$ cat config.mk
export PLATFORM = sky130hd
export DESIGN_NAME = direction_encoder_flat
export DESIGN_NICKNAME = d
export VERILOG_FILES = /design/src/rtl/direction_encoder_pkg.sv /design/src/rtl/direction_encoder_if.sv /design/src/rtl/direction_encoder_btn_debounce.sv /design/src/rtl/direction_encoder.sv /design/src/flat_wrapper.sv
export SDC_FILE = /design/constraint.sdc
export NUM_CORES = 1
export LEC_CHECK = 0
export CORE_MARGIN = 2
export CORE_UTILIZATION = 35
export DETAILED_ROUTE_END_ITERATION = 10
export PLACE_DENSITY = 0.51
export SYNTH_ARGS = -nofsm -noshare
export SYNTH_HDL_FRONTEND = slang
export SYNTH_SLANG_ARGS = --single-unit
$ cat constraint.sdc
create_clock -name uclk -period 5.8 [get_ports uclk]
set_input_delay 1.16 -clock uclk [delete_from_list [all_inputs] [get_ports uclk]]
set_output_delay 1.16 -clock uclk [all_outputs]
set_load 0.01 [all_outputs]
$ cat src/rtl/direction_encoder_pkg.sv
// -----------------------------------------------------------------------------
// direction_encoder_pkg
//
// Shared definitions for the direction encoder and the game-logic block that
// consumes its output.
//   - act_t        : 3-bit committed action code
//   - ACT_*        : action code constants (idle/up/down/left/right)
//   - opposite_dir : returns the direction opposite to a given code
//   - encode_press : fixed-priority encoder of simultaneous press pulses
// -----------------------------------------------------------------------------
package direction_encoder_pkg;

  localparam int ACT_W = 3;

  typedef logic [ACT_W-1:0] act_t;

  localparam act_t ACT_IDLE  = 3'd0;
  localparam act_t ACT_UP    = 3'd1;
  localparam act_t ACT_DOWN  = 3'd2;
  localparam act_t ACT_LEFT  = 3'd3;
  localparam act_t ACT_RIGHT = 3'd4;

  // Button vector index order used everywhere a 4-bit press/level vector
  // appears: bit 0 top, bit 1 bottom, bit 2 left, bit 3 right.
  localparam int BTN_TOP    = 0;
  localparam int BTN_BOTTOM = 1;
  localparam int BTN_LEFT   = 2;
  localparam int BTN_RIGHT  = 3;

  // Opposite direction; idle (and any unused code) maps to idle so that an
  // idle pending value never blocks a request.
  function automatic act_t opposite_dir(input act_t a);
    act_t r;
    case (a)
      ACT_UP:    r = ACT_DOWN;
      ACT_DOWN:  r = ACT_UP;
      ACT_LEFT:  r = ACT_RIGHT;
      ACT_RIGHT: r = ACT_LEFT;
      default:   r = ACT_IDLE;
    endcase
    return r;
  endfunction

  // Top > Bottom > Left > Right when several pulses land in the same cycle.
  function automatic act_t encode_press(input logic [3:0] press);
    act_t r;
    if (press[BTN_TOP])         r = ACT_UP;
    else if (press[BTN_BOTTOM]) r = ACT_DOWN;
    else if (press[BTN_LEFT])   r = ACT_LEFT;
    else if (press[BTN_RIGHT])  r = ACT_RIGHT;
    else                        r = ACT_IDLE;
    return r;
  endfunction

endpackage

$ cat src/rtl/direction_encoder_if.sv
// -----------------------------------------------------------------------------
// direction_encoder_if
//
// Bundles the button inputs and the action/step outputs of direction_encoder.
//   BtnTop/BtnBottom/BtnLeft/BtnRight : raw asynchronous push buttons (high =
//                                       pressed), driven by the master side
//   accion                            : committed action code (act_t)
//   mover                             : one-cycle step strobe
//   pending                           : debug view of the pending request
//   btn_level                         : debug view of the debounced levels
//                                       (bit 0 top, 1 bottom, 2 left, 3 right)
//
// Handshake: there is no back-pressure. mover is a single-cycle strobe; a
// consumer samples accion on the clock edge where it sees mover high. accion
// is loaded one cycle before mover rises and then holds for the rest of the
// period, so it is always stable around the strobe.
// -----------------------------------------------------------------------------
interface direction_encoder_if;
  import direction_encoder_pkg::*;

  logic       BtnTop;
  logic       BtnBottom;
  logic       BtnLeft;
  logic       BtnRight;
  act_t       accion;
  logic       mover;
  act_t       pending;
  logic [3:0] btn_level;

  modport master (
    output BtnTop, BtnBottom, BtnLeft, BtnRight,
    input  accion, mover, pending, btn_level
  );

  modport slave (
    input  BtnTop, BtnBottom, BtnLeft, BtnRight,
    output accion, mover, pending, btn_level
  );

endinterface

$ cat src/rtl/direction_encoder_btn_debounce.sv
// -----------------------------------------------------------------------------
// btn_debounce
//
// One push-button conditioning channel: 2-flop synchronizer, debounce counter
// and press-pulse generator.
//   Parameters: DEBOUNCE_CYCLES - consecutive cycles the synchronized level
//                                 must differ before the debounced level flips
//   Ports: uclk    - system clock
//          reset   - asynchronous active-high reset
//          btn_raw - raw asynchronous button
//          level   - debounced level
//          press   - one-cycle pulse on a debounced 0->1 transition
// -----------------------------------------------------------------------------
module btn_debounce #(
  parameter int DEBOUNCE_CYCLES = 500000
) (
  input  logic uclk,
  input  logic reset,
  input  logic btn_raw,
  output logic level,
  output logic press
);

  // Counter only needs to reach DEBOUNCE_CYCLES-1.
  localparam int CW = (DEBOUNCE_CYCLES > 1) ? $clog2(DEBOUNCE_CYCLES) : 1;
  localparam logic [CW-1:0] CNT_MAX = CW'(DEBOUNCE_CYCLES - 1);

  logic [1:0]    sync_q;
  logic [CW-1:0] cnt_q;
  logic          btn_sync;

  assign btn_sync = sync_q[1];

  // The counter measures how long the synchronized level has disagreed with
  // the debounced level; any agreement restarts the count, so only a run of
  // DEBOUNCE_CYCLES consecutive disagreeing cycles flips the level. The press
  // pulse is raised on the same edge as the 0->1 flip; releases are silent.
  always_ff @(posedge uclk or posedge reset) begin
    if (reset) begin
      sync_q <= 2'b00;
      cnt_q  <= '0;
      level  <= 1'b0;
      press  <= 1'b0;
    end else begin
      sync_q <= {sync_q[0], btn_raw};
      press  <= 1'b0;
      if (btn_sync != level) begin
        if (cnt_q == CNT_MAX) begin
          level <= btn_sync;
          cnt_q <= '0;
          press <= btn_sync;
        end else begin
          cnt_q <= cnt_q + 1'b1;
        end
      end else begin
        cnt_q <= '0;
      end
    end
  end

endmodule

$ cat src/rtl/direction_encoder.sv
// -----------------------------------------------------------------------------
// direction_encoder
//
// Turns four push buttons into a periodic movement command for a game.
// Each button is synchronized and debounced; a debounced press becomes a
// request code that overwrites the pending register. A free-running tick
// counter commits pending to accion once per MOVE_PERIOD cycles and issues a
// one-cycle mover strobe on the following cycle.
//
//   Parameters: DEBOUNCE_CYCLES - button stability time in uclk cycles
//               MOVE_PERIOD     - cycles between mover strobes (>= 4)
//   Ports: uclk  - system clock (rising edge)
//          reset - asynchronous active-high reset
//          bus   - direction_encoder_if.slave: buttons in, accion/mover out,
//                  plus debug views of pending and the debounced levels
//
//   Build option: define REVERSE_BLOCK_EN to reject a request that is the
//   exact opposite of the current pending direction (up<->down,
//   left<->right). Without it every request is accepted.
// -----------------------------------------------------------------------------
module direction_encoder #(
  parameter int DEBOUNCE_CYCLES = 500000,
  parameter int MOVE_PERIOD     = 5000000
) (
  input  logic                uclk,
  input  logic                reset,
  direction_encoder_if.slave  bus
);
  import direction_encoder_pkg::*;

  localparam int TW = $clog2(MOVE_PERIOD);
  localparam logic [TW-1:0] TICK_MAX = TW'(MOVE_PERIOD - 1);

  logic [3:0]    raw_vec;
  logic [3:0]    level_vec;
  logic [3:0]    press_vec;

  act_t          req;
  logic          req_valid;
  logic          req_accept;

  logic [TW-1:0] tick_q;
  logic          wrap;
  logic          commit_q;
  logic          mover_q;
  act_t          pending_q;
  act_t          accion_q;

  // ---------------------------------------------------------------------------
  // Button conditioning
  // ---------------------------------------------------------------------------
  assign raw_vec[BTN_TOP]    = bus.BtnTop;
  assign raw_vec[BTN_BOTTOM] = bus.BtnBottom;
  assign raw_vec[BTN_LEFT]   = bus.BtnLeft;
  assign raw_vec[BTN_RIGHT]  = bus.BtnRight;

  for (genvar i = 0; i < 4; i++) begin : g_btn
    btn_debounce #(
      .DEBOUNCE_CYCLES (DEBOUNCE_CYCLES)
    ) u_btn_debounce (
      .uclk    (uclk),
      .reset   (reset),
      .btn_raw (raw_vec[i]),
      .level   (level_vec[i]),
      .press   (press_vec[i])
    );
  end

  // ---------------------------------------------------------------------------
  // Request encoding and acceptance
  // ---------------------------------------------------------------------------
  assign req       = encode_press(press_vec);
  assign req_valid = (req != ACT_IDLE);

`ifdef REVERSE_BLOCK_EN
  // opposite_dir(ACT_IDLE) is ACT_IDLE, which never equals a valid request,
  // so an idle pending value accepts anything. A request equal to pending is
  // accepted and simply rewrites the same value.
  assign req_accept = req_valid && (req != opposite_dir(pending_q));
`else
  assign req_accept = req_valid;
`endif

  // ---------------------------------------------------------------------------
  // Period timer, commit and strobe
  // ---------------------------------------------------------------------------
  assign wrap = (tick_q == TICK_MAX);

  // On the wrap edge accion takes the pending value held before that edge,
  // so a request landing on the same edge only reaches the next commit.
  // commit_q marks the cycle after the commit; mover is its registered copy,
  // which puts the strobe one edge after accion changes and restarts the
  // whole schedule MOVE_PERIOD cycles after reset release.
  always_ff @(posedge uclk or posedge reset) begin
    if (reset) begin
      tick_q    <= '0;
      commit_q  <= 1'b0;
      mover_q   <= 1'b0;
      pending_q <= ACT_IDLE;
      accion_q  <= ACT_IDLE;
    end else begin
      tick_q   <= wrap ? '0 : tick_q + 1'b1;
      commit_q <= wrap;
      mover_q  <= commit_q;
      if (wrap) begin
        accion_q <= pending_q;
      end
      if (req_accept) begin
        pending_q <= req;
      end
    end
  end

  assign bus.accion    = accion_q;
  assign bus.mover     = mover_q;
  assign bus.pending   = pending_q;
  assign bus.btn_level = level_vec;

endmodule
$ cat src/flat_wrapper.sv
// flat-port wrapper written by rule: the top's interface ports become plain ports
module direction_encoder_flat import direction_encoder_pkg::*;
#(
  parameter int DEBOUNCE_CYCLES = 500000,
  parameter int MOVE_PERIOD     = 5000000
)
  (uclk, reset, bus_BtnTop, bus_BtnBottom, bus_BtnLeft, bus_BtnRight, bus_accion, bus_mover, bus_pending, bus_btn_level);
  direction_encoder_if bus_i ();
  input  logic uclk;
  input  logic reset;
  input wire logic [$bits(bus_i.BtnTop)-1:0] bus_BtnTop;
  input wire logic [$bits(bus_i.BtnBottom)-1:0] bus_BtnBottom;
  input wire logic [$bits(bus_i.BtnLeft)-1:0] bus_BtnLeft;
  input wire logic [$bits(bus_i.BtnRight)-1:0] bus_BtnRight;
  output wire logic [$bits(bus_i.accion)-1:0] bus_accion;
  output wire logic [$bits(bus_i.mover)-1:0] bus_mover;
  output wire logic [$bits(bus_i.pending)-1:0] bus_pending;
  output wire logic [$bits(bus_i.btn_level)-1:0] bus_btn_level;
  assign bus_i.BtnTop = bus_BtnTop;
  assign bus_i.BtnBottom = bus_BtnBottom;
  assign bus_i.BtnLeft = bus_BtnLeft;
  assign bus_i.BtnRight = bus_BtnRight;
  assign bus_accion = bus_i.accion;
  assign bus_mover = bus_i.mover;
  assign bus_pending = bus_i.pending;
  assign bus_btn_level = bus_i.btn_level;
  direction_encoder #(.DEBOUNCE_CYCLES(DEBOUNCE_CYCLES), .MOVE_PERIOD(MOVE_PERIOD)) u_core (.uclk(uclk), .reset(reset), .bus(bus_i));
endmodule
==> impl_metrics.yaml <==
routing:
  routedWlPerCell_um: 13.59
  dr.first_iter.drc_count: 258
  drc_errors: 0
  firstDrtPassIters: 4
  avgViaCountPerCell: 5.044
  wl_um: 10880
  route.vias.total: 4040
  ant_nets: 0
placed_design:
  portBuffers: 16
  placed_area_mm2: 0.006085
  place_congestion: 0.7396
  hpwl_um: 7339
setup_path:
  critPathSlowestCell: "nor3b_2"
  endpoint_kind: "register"
  critical_path.max_fanout: 15
  critPathBufInv: 0
  cp-start-kind: "register"
  arrival_ps: 3040
  required_ps: 6100
  crit_type: "reg -> reg"
  crit_path_max_incr_delay_ps: 920
  cp_cell_sequence: "or4b_1 -> nor4_1 -> nor3b_2 -> mux2_1"
  critPathTopFamily: "simple AND/OR/NAND/NOR gates"
clock_network:
  cts.sinks: 123
  ctsHoldBuffers: 0
  cts_tree: "yes"
  clk_pin_slew_ps: 60
  clk-insertion-delay-late_ps: 420
  cts_max_path_buffers: 2
  numCtsBuffers: 17
  cts_setup_buffers: 0
  post_cts_resized: 0
  cts-root-buf: "clkbuf_16"
  cts.htree.levels: 4
power_and_ir_drop:
  power_density_mw_per_mm2: 297.8
  leakage_nw: 2.721
  total_power_w: 0.001988
  ir_worst_vdd_v: 0.0002134
logic_synthesis:
  ys_async_sr_fraction_pct: 100.0
  netlist_instances: 554
  ys_seq_area_share_pct: 53.85
  synth_most_common_cell: "dfrtp_1"
  netlist.area_leader.share_pct: 53.85
  synthTopCellsByCount: "dfrtp_1, nor2_1, nand2_1, xnor2_1, xor2_1"
  postSynthNetCount: 565
  netlist_area_mm2: 0.005715
  synth_edf_count: 0
  synthFlopType: "dfrtp_1"
  yosys-top-cells-area: "dfrtp_1, xnor2_1, xor2_1"
  ys_ff_latch: 123
  yosysTopAreaCell: "dfrtp_1"
  yosys_warnings: 0
  synth_cell_type_count: 42
  avgSynthCellArea_um2: 10.32
global_route:
  grt_busiest_layer: "met2"
  grtUsageMet3_pct: 4.114
  grt-ovfl-total: 0
  grt_pass1_wl_um: 19320
  antenna_found_initial: 0
  grtUsageMet1_pct: 18.02
  grt_max_degree: 74
  use_met2_pct: 21.26
  first_global_vias: 4056
  grt_use_total_pct: 13.79
final_layout:
  multiInputGateArea_mm2: 0.002480
  drive_above_1_share_pct: 7.521
  antenna_cells: 0
  stdcell_area_mm2: 0.006675
  n_fill_cell: 1565
  fin_nets: 585
  register_area_mm2: 0.003078
  area_growth_pct: 16.79
die:
  fp.dieH_um: 131.8
  die_width_um: 131.8
  num_rows: 46
  num_io_pins: 17
  die-area_mm2: 0.01737
  start_util_pct: 35.85
  core-area_mm2: 0.01594
sta:
  maxSlewViolCount: 0
  slew_headroom_pct: 28.75
  grt_setup_unrepaired: "false"
  fin_crit_sh_pct: 47.28
  min_period_ps: 2742
  clock_skew_ps: 4.853
  final-hold-violation-count: 0
  fin_tns_setup_ps: 0
  holdWs_ps: 349.5
  setup_viol: 0
  worstMarginPinSlew_ps: 1064
  max_clock_freq_mhz: 364.7
run_status:
  status: "finished clean"
job:
  drv_cap: 0
hold_path:
  holdCritPathClass: "reg -> reg"
registers in the layout, summed over array words and instances, names as in the netlist:
name and count:
u_core.g_btn.u_btn_debounce.cnt_q 76, u_core.tick_q 23, u_core.g_btn.u_btn_debounce.sync_q 8, u_core.g_btn.u_btn_debounce.level 4
u_core.g_btn.u_btn_debounce.press 4, u_core.bus.accion 3, u_core.bus.pending 3, u_core.bus.mover 1
u_core.commit_q 1
power by group:
group | total [W] | leakage, nW | internal, W | switching (W)
sequential | 0.000878 | 1.68 | 0.000869 | 0.00000947
clock | 0.00107 | 0.298 | 0.000699 | 0.000366
combinational | 0.0000447 | 0.747 | 0.0000131 | 0.0000315
through the flow:
step / cells / util (%) / setup slack, ps
global route: 801 / 41.87 / 2871
floorplan: 554 / - / 1369
finish: 801 / 41.87 / 3058
global placement: 771 / 38.17 / 3150
detailed placement: 771 / 38.17 / 3014
CTS: 801 / 41.87 / 3006
routing by layer:
metal	routed length [um]	part of all wire (%)
met1	5210	48
met2	5133	47
met3	313	2.9
met4	224	2.1
met5	0	0
area by class of cell:
type / instances / area share (%)
Sequential cell: 123 / 46.11
Timing Repair Buffer: 20 / 2.849
Multi-Input combinational cell: 395 / 37.15
Clock inverter: 9 / 1.799
Tap cell: 216 / 4.049
Clock buffer: 21 / 7.048
Inverter: 17 / 0.9934
cell families after synthesis:
kind of cell	count (synthesis)	synth area share (%)
flops	123	53.85
mux	7	1.379
compound gates	52	5.320
buf+inv	36	2.758
fa+ha+maj	5	1.095
xor+xnor	69	10.57
simple gates	262	25.02
cells in the final DEF (no fill, tap or decap), drive strengths merged:
cell type | synthesis | layout
a211oi | 1 | 1
a21o | 1 | 1
a21oi | 24 | 24
a31o | 3 | 3
and2 | 6 | 6
and3 | 5 | 5
and4 | 13 | 13
and4bb | 1 | 1
buf | 10 | 4
bufinv | 0 | 3
clkbuf | 9 | 21
clkdlybuf4s50 | 0 | 16
clkinv | 0 | 6
dfrtp | 123 | 123
ha | 5 | 5
inv | 17 | 17
mux2 | 7 | 7
nand2 | 36 | 36
nand3 | 32 | 32
nand3b | 1 | 1
nand4 | 26 | 26
nand4bb | 1 | 1
nor2 | 69 | 69
nor2b | 1 | 1
nor3 | 13 | 13
nor3b | 7 | 7
nor4 | 15 | 15
nor4b | 3 | 3
o21ai | 12 | 12
o21bai | 1 | 1
o31ai | 10 | 10
or2 | 3 | 3
or3 | 12 | 12
or4 | 14 | 14
or4b | 4 | 4
xnor2 | 36 | 36
xor2 | 33 | 33
worst paths after layout:
check,start,endpoint,slack [ps],depth (start not counted)
worst max-delay path,u_core.tick_q[13]$_DFF_PP0_,u_core.bus.accion[2]$_DFFE_PP0P_,3060,4
worst min-delay path,u_core.g_btn[3].u_btn_debounce.sync_q[0]$_DFF_PP0_,u_core.g_btn[3].u_btn_debounce.sync_q[1]$_DFF_PP0_,350,0
worst min register to register,u_core.g_btn[3].u_btn_debounce.sync_q[0]$_DFF_PP0_,u_core.g_btn[3].u_btn_debounce.sync_q[1]$_DFF_PP0_,350,0
max in group asynchronous,reset,u_core.g_btn[1].u_btn_debounce.cnt_q[17]$_DFF_PP0_,3820,3
min in group asynchronous,reset,u_core.g_btn[3].u_btn_debounce.sync_q[1]$_DFF_PP0_,1260,3
worst max register to register,u_core.tick_q[13]$_DFF_PP0_,u_core.bus.accion[2]$_DFFE_PP0P_,3060,4
(Power assumes the default switching activity.)
